[src/rtl/imem_boot_loader.sv]
// Boot loader: receives a framed little-endian byte stream, writes 32-bit words into
// instruction memory, and releases the core from reset once the image checksum matches.
module imem_boot_loader #(
   parameter int ADDR_W = 10
) (
   input  logic              clk,
   input  logic              rst,
   input  logic              start,
   input  logic [7:0]        in_byte,
   input  logic              in_valid,
   output logic              in_ready,
   output logic [ADDR_W-1:0] mem_addr,
   output logic [31:0]       mem_data,
   output logic              mem_wren,
   output logic              core_rst,
   output logic              done,
   output logic              err,
   output logic [ADDR_W:0]   words_loaded
);

   localparam int unsigned CAP = 32'd1 << ADDR_W;

   typedef enum logic [2:0] {
      S_IDLE, S_HDR0, S_HDR1, S_DATA, S_WRITE, S_CSUM, S_DONE, S_ERROR
   } state_e;

   state_e            state_q, state_d;
   logic [15:0]       n_q, n_d;
   logic [1:0]        idx_q, idx_d;
   logic [7:0]        csum_q, csum_d;
   logic [31:0]       word_q, word_d;
   logic [ADDR_W:0]   wl_q, wl_d;
   logic [ADDR_W-1:0] addr_q, addr_d;
   logic [31:0]       data_q, data_d;
   logic [15:0]       n_new;
   logic              accept;

   always_ff @(posedge clk) begin
      if (rst) begin
         state_q <= S_IDLE;
         n_q     <= '0;
         idx_q   <= '0;
         csum_q  <= '0;
         word_q  <= '0;
         wl_q    <= '0;
         addr_q  <= '0;
         data_q  <= '0;
      end else begin
         state_q <= state_d;
         n_q     <= n_d;
         idx_q   <= idx_d;
         csum_q  <= csum_d;
         word_q  <= word_d;
         wl_q    <= wl_d;
         addr_q  <= addr_d;
         data_q  <= data_d;
      end
   end

   // Ready depends only on the registered state so the source never sees a combinational loop.
   assign in_ready = (state_q == S_HDR0) || (state_q == S_HDR1) ||
                     (state_q == S_DATA) || (state_q == S_CSUM);
   assign accept   = in_valid && in_ready;
   assign n_new    = {in_byte, n_q[7:0]};

   always_comb begin
      state_d = state_q;
      n_d     = n_q;
      idx_d   = idx_q;
      csum_d  = csum_q;
      word_d  = word_q;
      wl_d    = wl_q;
      addr_d  = addr_q;
      data_d  = data_q;
      case (state_q)
         S_IDLE, S_DONE: begin
            if (start) begin
               state_d = S_HDR0;
               wl_d    = '0;
               idx_d   = '0;
               csum_d  = '0;
            end
         end
         S_HDR0: begin
            if (accept) begin
               n_d[7:0] = in_byte;
               state_d  = S_HDR1;
            end
         end
         S_HDR1: begin
            if (accept) begin
               n_d[15:8] = in_byte;
               state_d   = (n_new == 16'd0 || 32'(n_new) > CAP) ? S_ERROR : S_DATA;
            end
         end
         S_DATA: begin
            if (accept) begin
               word_d[{idx_q, 3'b000} +: 8] = in_byte;
               csum_d = csum_q ^ in_byte;
               idx_d  = idx_q + 2'd1;
               if (idx_q == 2'd3) begin
                  // Latch the write port here so it holds steady outside the write cycle.
                  addr_d  = wl_q[ADDR_W-1:0];
                  data_d  = word_d;
                  state_d = S_WRITE;
               end
            end
         end
         S_WRITE: begin
            wl_d    = wl_q + 1'b1;
            state_d = (32'(wl_q) + 32'd1 == 32'(n_q)) ? S_CSUM : S_DATA;
         end
         S_CSUM: begin
            if (accept) state_d = (in_byte == csum_q) ? S_DONE : S_ERROR;
         end
         S_ERROR: state_d = S_ERROR;
         default: state_d = S_IDLE;
      endcase
   end

   assign mem_addr     = addr_q;
   assign mem_data     = data_q;
   assign mem_wren     = (state_q == S_WRITE);
   assign done         = (state_q == S_DONE);
   assign err          = (state_q == S_ERROR);
   assign core_rst     = (state_q != S_DONE);
   assign words_loaded = wl_q;

endmodule

[config.mk]
export PLATFORM = sky130hd
export DESIGN_NAME = imem_boot_loader
export DESIGN_NICKNAME = d
export VERILOG_FILES = /design/src/rtl/imem_boot_loader.sv
export SDC_FILE = /design/constraint.sdc
export NUM_CORES = 1
export LEC_CHECK = 0
export ABC_AREA = 0
export ABC_CLOCK_PERIOD_IN_PS = 2300
export BUFFER_PORTS_ARGS = -buffer_cell sky130_fd_sc_hd__buf_2
export CORE_MARGIN = 10
export CORE_UTILIZATION = 25
export CTS_BUF_LIST = sky130_fd_sc_hd__clkbuf_4
export DETAILED_ROUTE_END_ITERATION = 12
export MAX_ROUTING_LAYER = met4
export SYNTH_ARGS = -nofsm -noshare
export SYNTH_HDL_FRONTEND = slang
export SYNTH_SLANG_ARGS = --single-unit
[constraint.sdc]
create_clock -name clk -period 2.3 [get_ports clk]
set_input_delay 0.575 -clock clk [delete_from_list [all_inputs] [get_ports clk]]
set_output_delay 0.575 -clock clk [all_outputs]
set_load 0.01 [all_outputs]
==> results.ini, run 1 <==
[global_routing]
grt_remaining_overflow=0
grt_pass1_vias=4533
grt_max_degree=75
grt.met3_usage=0.02553
global_route.usage.met1=0.1566
top_usage_layer=met2
grtUsageMet2=0.1646
gr-usage-all-layers=0.1137
grt_first_pass_wirelength_um=24280
initial_antenna_violation_count=1

[critical_path]
required_time_at_the_endpoint_of_the_critical_path_ns=1.73
crit_path_max_incr_delay_ns=0.44
criticalPathCategory=reg -> out
timing.critical_path.arrival_ns=1.60
worst-path-max-fanout=11
worst_setup_path_start_kind=register
cpMaxStageDelayCell=sky130_fd_sc_hd__dfxtp_2
critical_path_cell_by_cell=and2b_2, nand2_1, inv_2, buf_2
setup.worst_path.end_class=output port

[power]
sw_frac_of_total=0.3094
p_leak_nw=2.279
seq_power_share=0.519
peakVddDrop_mv=0.3321
power_switching_mw=1.242
power.combinational.fraction=0.132
power-per-cell-area_mw_per_mm2=636.5
clock_power_share=0.349
p_int_mw=2.773

[logic_synthesis]
syn-mean-instance-area_um2=7.946
post-synth-top-count-cell=sky130_fd_sc_hd__dfxtp_1
synth.net_count=683
dominantRegCellSynth=sky130_fd_sc_hd__dfxtp_1
synth_area_leader_cell=sky130_fd_sc_hd__dfxtp_1
synth_top_cells_by_count=114 x sky130_fd_sc_hd__dfxtp_1, 96 x sky130_fd_sc_hd__nor2_1, 86 x sky130_fd_sc_hd__a21oi_1
synth_edf_count=0
ys_types=53
synth_seq_cells=114
cell_area_after_technology_mapping_mm2=0.005276
yosys_warns=0
async_flop_share=0
netlist.area_leader.share=0.4325
netlist_instances=664
synth_area_leaders=sky130_fd_sc_hd__dfxtp_1 43%, sky130_fd_sc_hd__a211oi_1 9.2%, sky130_fd_sc_hd__a21oi_1 8.2%
synth-seq-area-share=0.4325

[sta]
setup-tns-final_ns=0
fmaxAchievable_mhz=459.9
fin_crit_sh=0.9454
finalClockSkew_ns=0.02381
relSlewSlack=0.6338
finalHoldViolations=0
rsz0062_at_grt=false
finalMaxSlewViolations=0
finalSetupViolations=0
final_period_minus_worst_setup_slack_ns=2.174
worstMarginPinSlew_ns=0.5472

[run]
max-cap-violations=0

[final_layout]
final_design_area_no_fill_mm2=0.006307
final_core_occ=0.3019
area_delta_synth_final_pct=19.54
design.final.nets=747
final_cells=1017
nFillCells=2271
final_layout_size_suffix_gt1_frac=0.1997

[status]
status=complete, no violations

[die]
start_util=0.2526
rows=53
die_width_um=165.3
area_of_the_die_mm2=0.02732
top_level_ports=70
core-area_mm2=0.02089
die_h_um=165.3

[detailed_routing]
drtAntennaViolNets=0
viasPerCell=4.666
dr.pass1.iters=5
drt_iter0_markers=342
remaining_drc_errors=0
num_vias=4745
route.detailed.wl_per_inst_um=14.58
drt-total-wl_um=14830

[clock_tree]
cts_tree=yes
clock_insertion_delay_worst_skew_ns=0.53
clk_transition_reported_paths_ns=0.12
cts_inserted_buffers=17
clock-root-buffer=sky130_fd_sc_hd__clkbuf_4
cts.sinks=114
max-clock-path-buffers=2
clock_tree.htree_level_count=4

[place]
placed_cells=982
last_weighted_congestion_value_of_the_routability_driven_placer=0.8157
dpl.hpwl_um=10380
port_buffers=69
placed_cell_area_mm2=0.006015

[hold_path]
min_path_type=in -> reg

-- cells by family (layout without fill, tap and decap cells) --
logic type / count (synthesis) / after routing / synth area share
and+or+nand+nor: 267 / 267 / 0.2407
AOI/OAI and AO/OA: 196 / 196 / 0.2360
adders and majority gates: 7 / 7 / 0.01660
buffers and inverters: 66 / 143 / 0.05027
xor gates and xnor gates: 12 / 12 / 0.01992
DFF: 114 / 114 / 0.4325
muxes: 2 / 2 / 0.004031
other: 0 / 1 / 0
-- stage by stage --
stage                     total power, mW  setup WS, ns  hold slack (ns)
final                               4.015        0.1257           0.3659
after CTS                           4.051       0.04521           0.3338
after floorplan                     2.471        0.2086           0.4360
after global placement              2.632        0.2868           0.4379
after detailed placement            2.636        0.2870           0.4468
after global routing                4.219       0.03678           0.3542
-- area by class of cell --
type / count / area (µm²) / area share
Clock inverter: 15 / 136.4 / 0.02162
Clock buffer: 17 / 127.6 / 0.02023
Multi-Input combinational cell: 484 / 2736 / 0.4338
Timing Repair Buffer: 99 / 623.1 / 0.09879
Sequential cell: 114 / 2288 / 0.3628
Inverter: 12 / 48.80 / 0.007737
Tap cell: 275 / 344.1 / 0.05455
Antenna cell: 1 / 2.502 / 0.0003967
-- sequential cells by signal (all words and copies together), names as in the netlist --
register,flops
word_q,32
words_loaded,11
mem_data,32
n_q,16
mem_addr,10
state_q,3
csum_q,8
idx_q,2
-- critical path, delay by kind of cell, from the launching register on --
| family | cells | cell delay, ns |
|---|---|---|
| and+or+nand+nor | 2 | 0.40 |
| DFF | 1 | 0.44 |
| buffers and inverters | 2 | 0.23 |
-- worst paths after layout --
check	start	cells past startpoint	slack, ns	endpoint
setup reg to reg	words_loaded[1]	6	0.27	state_q[1]
hold reg to reg	mem_addr[0]	2	0.46	mem_addr[0]
hold / removal	in_byte[4]	3	0.37	n_q[12]
setup / recovery	state_q[1]	4	0.13	mem_wren
-- metal layers --
layer  part of all wire  vias up
met5                  0        -
met3              0.049       13
met1               0.51     2182
li1                   -     2450
met4             0.0077        0
met2               0.43      100
-- power groups by stage --
stage	registers, mW	clock network [mW]	logic [mW]
final	2.08	1.40	0.531
after floorplan	2.10	0	0.374
after CTS	2.08	1.43	0.532
after global routing	2.10	1.53	0.596
after detailed placement	2.12	0	0.511
after global placement	2.12	0	0.509
-- cells in the final DEF (no fill, tap or decap), types with 3 or more instances in the layout --
cell type and count:
sky130_fd_sc_hd__nand2_1 77, sky130_fd_sc_hd__nand3_1 7, sky130_fd_sc_hd__inv_1 10, sky130_fd_sc_hd__clkinvlp_4 4, sky130_fd_sc_hd__a211oi_1 65, sky130_fd_sc_hd__nand4_1 4, sky130_fd_sc_hd__clkbuf_4 17, sky130_fd_sc_hd__nor3_1 7
sky130_fd_sc_hd__nand2b_1 5, sky130_fd_sc_hd__buf_4 27, sky130_fd_sc_hd__nor2_1 96, sky130_fd_sc_hd__xnor2_1 6, sky130_fd_sc_hd__a21oi_1 86, sky130_fd_sc_hd__xor2_1 6, sky130_fd_sc_hd__buf_2 68, sky130_fd_sc_hd__nor4_1 6
sky130_fd_sc_hd__o21ai_0 22, sky130_fd_sc_hd__clkinv_4 6, sky130_fd_sc_hd__nor2b_1 39, sky130_fd_sc_hd__or3_1 3, sky130_fd_sc_hd__buf_12 4, sky130_fd_sc_hd__and3_1 3, sky130_fd_sc_hd__ha_1 7, sky130_fd_sc_hd__nand3b_1 4
sky130_fd_sc_hd__o21a_1 3, sky130_fd_sc_hd__o22ai_1 4, sky130_fd_sc_hd__dfxtp_1 111
-- repair_timing --
action / 4_1_cts / 5_1_grt
gates resized for setup: 5 / 2
setup buffers: 2 / 0
setup endpoints to repair: 3 / 1
gates cloned: 0 / 0
hold buffers: 0 / 0
No activity file was read; power rests on OpenSTA's default activity.
==> run 2, diff against run 1 <==
CELL_PAD_IN_SITES_DETAIL_PLACEMENT = 1   (was default)
CELL_PAD_IN_SITES_GLOBAL_PLACEMENT = 2   (was default)
PLACE_DENSITY_LB_ADDON = 0.1   (was default)
==> run 2 against run 1 <==
Effect of this change: combinational power rose by 6.0%; via count grew 4.8%; register-to-register slack worse by 0.07 ns; sequential share of layout area decreased by 0.45 points; die area did not move; first-iteration DRC count is 54% lower; sequential power hardly changed; critical path type unchanged; critical endpoint unchanged; largest power group unchanged.
==> results.ini, run 2 (synthesis gave the netlist of run 1 again) <==
[status]
status=complete, no violations  ; unchanged

[power]
report.power.total_mw=4.208  ; was 4.015 mW
peakVddDrop_mv=0.2834  ; was 0.3321 mV
p_leak_nw=2.330  ; was 2.279 nW
power-per-cell-area_mw_per_mm2=658.5  ; was 636.5 mW/mm²

[die]
rows=53  ; unchanged
die_width_um=165.3  ; unchanged
top_level_ports=70  ; unchanged
core-area_mm2=0.02089  ; unchanged
start_util=0.2526  ; unchanged
die_h_um=165.3  ; unchanged
area_of_the_die_mm2=0.02732  ; unchanged

[sta]
fin_crit_sh=0.9281  ; was 0.9454
worstMarginPinSlew_ns=0.5430  ; was 0.5472 ns
finalClockSkew_ns=0.01547  ; was 0.02381 ns
relSlewSlack=0.6367  ; was 0.6338
setup-tns-final_ns=0  ; unchanged
fin_hold_ws_ns=0.3624  ; was 0.3659 ns
final_period_minus_worst_setup_slack_ns=2.135  ; was 2.174 ns
fmaxAchievable_mhz=468.5  ; was 459.9 MHz
finalSetupViolations=0  ; unchanged
finalHoldViolations=0  ; unchanged
finalMaxSlewViolations=0  ; unchanged
rsz0062_at_grt=false  ; unchanged

[detailed_routing]
drtAntennaViolNets=0  ; unchanged
route.detailed.wl_per_inst_um=17.78  ; was 14.58 µm
dr.pass1.iters=4  ; was 5
remaining_drc_errors=0  ; unchanged
drt-total-wl_um=18210  ; was 14830 µm
viasPerCell=4.856  ; was 4.666
drt_iter0_markers=157  ; was 342
num_vias=4973  ; was 4745

[run]
max-cap-violations=0  ; unchanged

[final_layout]
leading_cell_type_in_the_layout_fill_and_taps_excluded=sky130_fd_sc_hd__dfxtp_1  ; unchanged
area_delta_synth_final_pct=21.11  ; was 19.54%
final_core_occ=0.3059  ; was 0.3019
most_used_cells_in_the_layout_excluding_fill_and_tap_cells=112 x sky130_fd_sc_hd__dfxtp_1, 96 x sky130_fd_sc_hd__nor2_1, 86 x sky130_fd_sc_hd__a21oi_1, 77 x sky130_fd_sc_hd__nand2_1, 68 x sky130_fd_sc_hd__buf_2  ; was 111 x sky130_fd_sc_hd__dfxtp_1, 96 x sky130_fd_sc_hd__nor2_1, 86 x sky130_fd_sc_hd__a21oi_1, 77 x sky130_fd_sc_hd__nand2_1, 68 x sky130_fd_sc_hd__buf_2
final_layout_size_suffix_gt1_frac=0.2035  ; was 0.1997
final_cells=1024  ; was 1017
nFillCells=2560  ; was 2271
design.final.nets=753  ; was 747

[clock_tree]
cts_tree=yes  ; unchanged
clk_transition_reported_paths_ns=0.13  ; was 0.12 ns
cts_inserted_buffers=17  ; unchanged
clock-root-buffer=sky130_fd_sc_hd__clkbuf_4  ; unchanged
clock_tree.htree_level_count=4  ; unchanged
clock_insertion_delay_worst_skew_ns=0.53  ; about the same
max-clock-path-buffers=2  ; unchanged
cts.sinks=114  ; unchanged

[critical_path]
setup.worst_path.end_class=output port  ; unchanged
r2r_end=state_q[1]  ; unchanged
crit_path_max_incr_delay_ns=0.39  ; was 0.44 ns
timing.rr.start=words_loaded[3]  ; was words_loaded[1]
worst-r2r-cell-count=5  ; was 6
worst_setup_path_start_kind=register  ; unchanged
timing.critical_path.arrival_ns=1.56  ; was 1.60 ns
reg2reg_slack_ns=0.20  ; was 0.27 ns
worst-path-max-fanout=6  ; was 11
critical_path_cell_by_cell=and2b_2, nand2_1, inv_1, buf_2  ; was and2b_2, nand2_1, inv_2, buf_2
criticalPathCategory=reg -> out  ; unchanged
required_time_at_the_endpoint_of_the_critical_path_ns=1.73  ; about the same
cpMaxStageDelayCell=sky130_fd_sc_hd__dfxtp_1  ; was sky130_fd_sc_hd__dfxtp_2

[hold_path]
holdCritStartpoint=in_byte[0]  ; was in_byte[4]
hold_path_depth=3  ; unchanged
worstHoldEndpoint=n_q[8]  ; was n_q[12]
min_path_type=in -> reg  ; unchanged

[global_routing]
gr-usage-all-layers=0.1417  ; was 0.1137
initial_antenna_violation_count=1  ; unchanged
grt_max_degree=73  ; was 75
grt_pass1_vias=5257  ; was 4533
grt_remaining_overflow=0  ; unchanged
grt_first_pass_wirelength_um=29170  ; was 24280 µm

[place]
last_weighted_congestion_value_of_the_routability_driven_placer=0.8051  ; was 0.8157
port_buffers=69  ; unchanged
placed_cells=989  ; was 982
dpl.hpwl_um=12910  ; was 10380 µm

-- run 2: changes by cell type in the layout (fill, tap and decap cells not counted), sizes merged --
cell,delta
inv,+3
bufinv,+1
buf,+6
diode,+1
clkinv,-4
-- run 2: what timing repair did --
action / CTS / global route
setup endpoints to repair: 1 / 1
setup buffers: 0 / 1
cloned: 0 / 0
hold buffers: 0 / 0
gates resized for setup: 3 / 3
-- run 2: metrics by stage --
stage          worst slack [ns]  instance area, µm²
3_3_place_gp             0.2575                6080
2_1_floorplan            0.2086                5276
5_1_grt                 0.01562                6390
6_report                 0.1654                6390
3_5_place_dp             0.2070                6080
4_1_cts                 0.03608                6369
-- run 2: layout make-up --
class / count / area (µm²) / share of cell area
clock buffer: 17 / 127.6 / 0.01997
timing repair buffer: 105 / 680.7 / 0.1065
antenna: 2 / 5.005 / 0.0007832
inverter: 12 / 48.80 / 0.007637
multi-input combinational: 484 / 2736 / 0.4282
clock inverter: 15 / 157.7 / 0.02467
sequential: 114 / 2290 / 0.3583
tap: 275 / 344.1 / 0.05385
-- run 2: worst max-delay path by stage --
stage,startpoint,to,slack [ns]
after CTS,state_q[2],mem_wren,0.04
final,state_q[1],mem_wren,0.17
after global placement,words_loaded[3],state_q[1],0.26
after floorplan,words_loaded[0],state_q[1],0.21
after global routing,state_q[1],mem_wren,0.02
after detailed placement,words_loaded[3],state_q[1],0.21
-- run 2: worst max-delay path: cells and delay by family (launching register included) --
| family | cells | cell delay [ns] |
|---|---|---|
| DFF | 1 | 0.39 |
| buffers and inverters | 2 | 0.22 |
| and+or+nand+nor | 2 | 0.41 |
-- run 2: power breakdown --
group,internal [mW],total (mW),switching (mW)
clock network,0.656,1.56,0.904
registers,2.03,2.08,0.0563
logic,0.208,0.563,0.355
total,2.89,4.21,1.32
-- run 2: routing by layer --
layer  global-route usage  wire [µm]
met2               0.2366       8989
met3              0.02876        491
met1               0.1670       8436
met4              0.04750        294
met5                    -          0
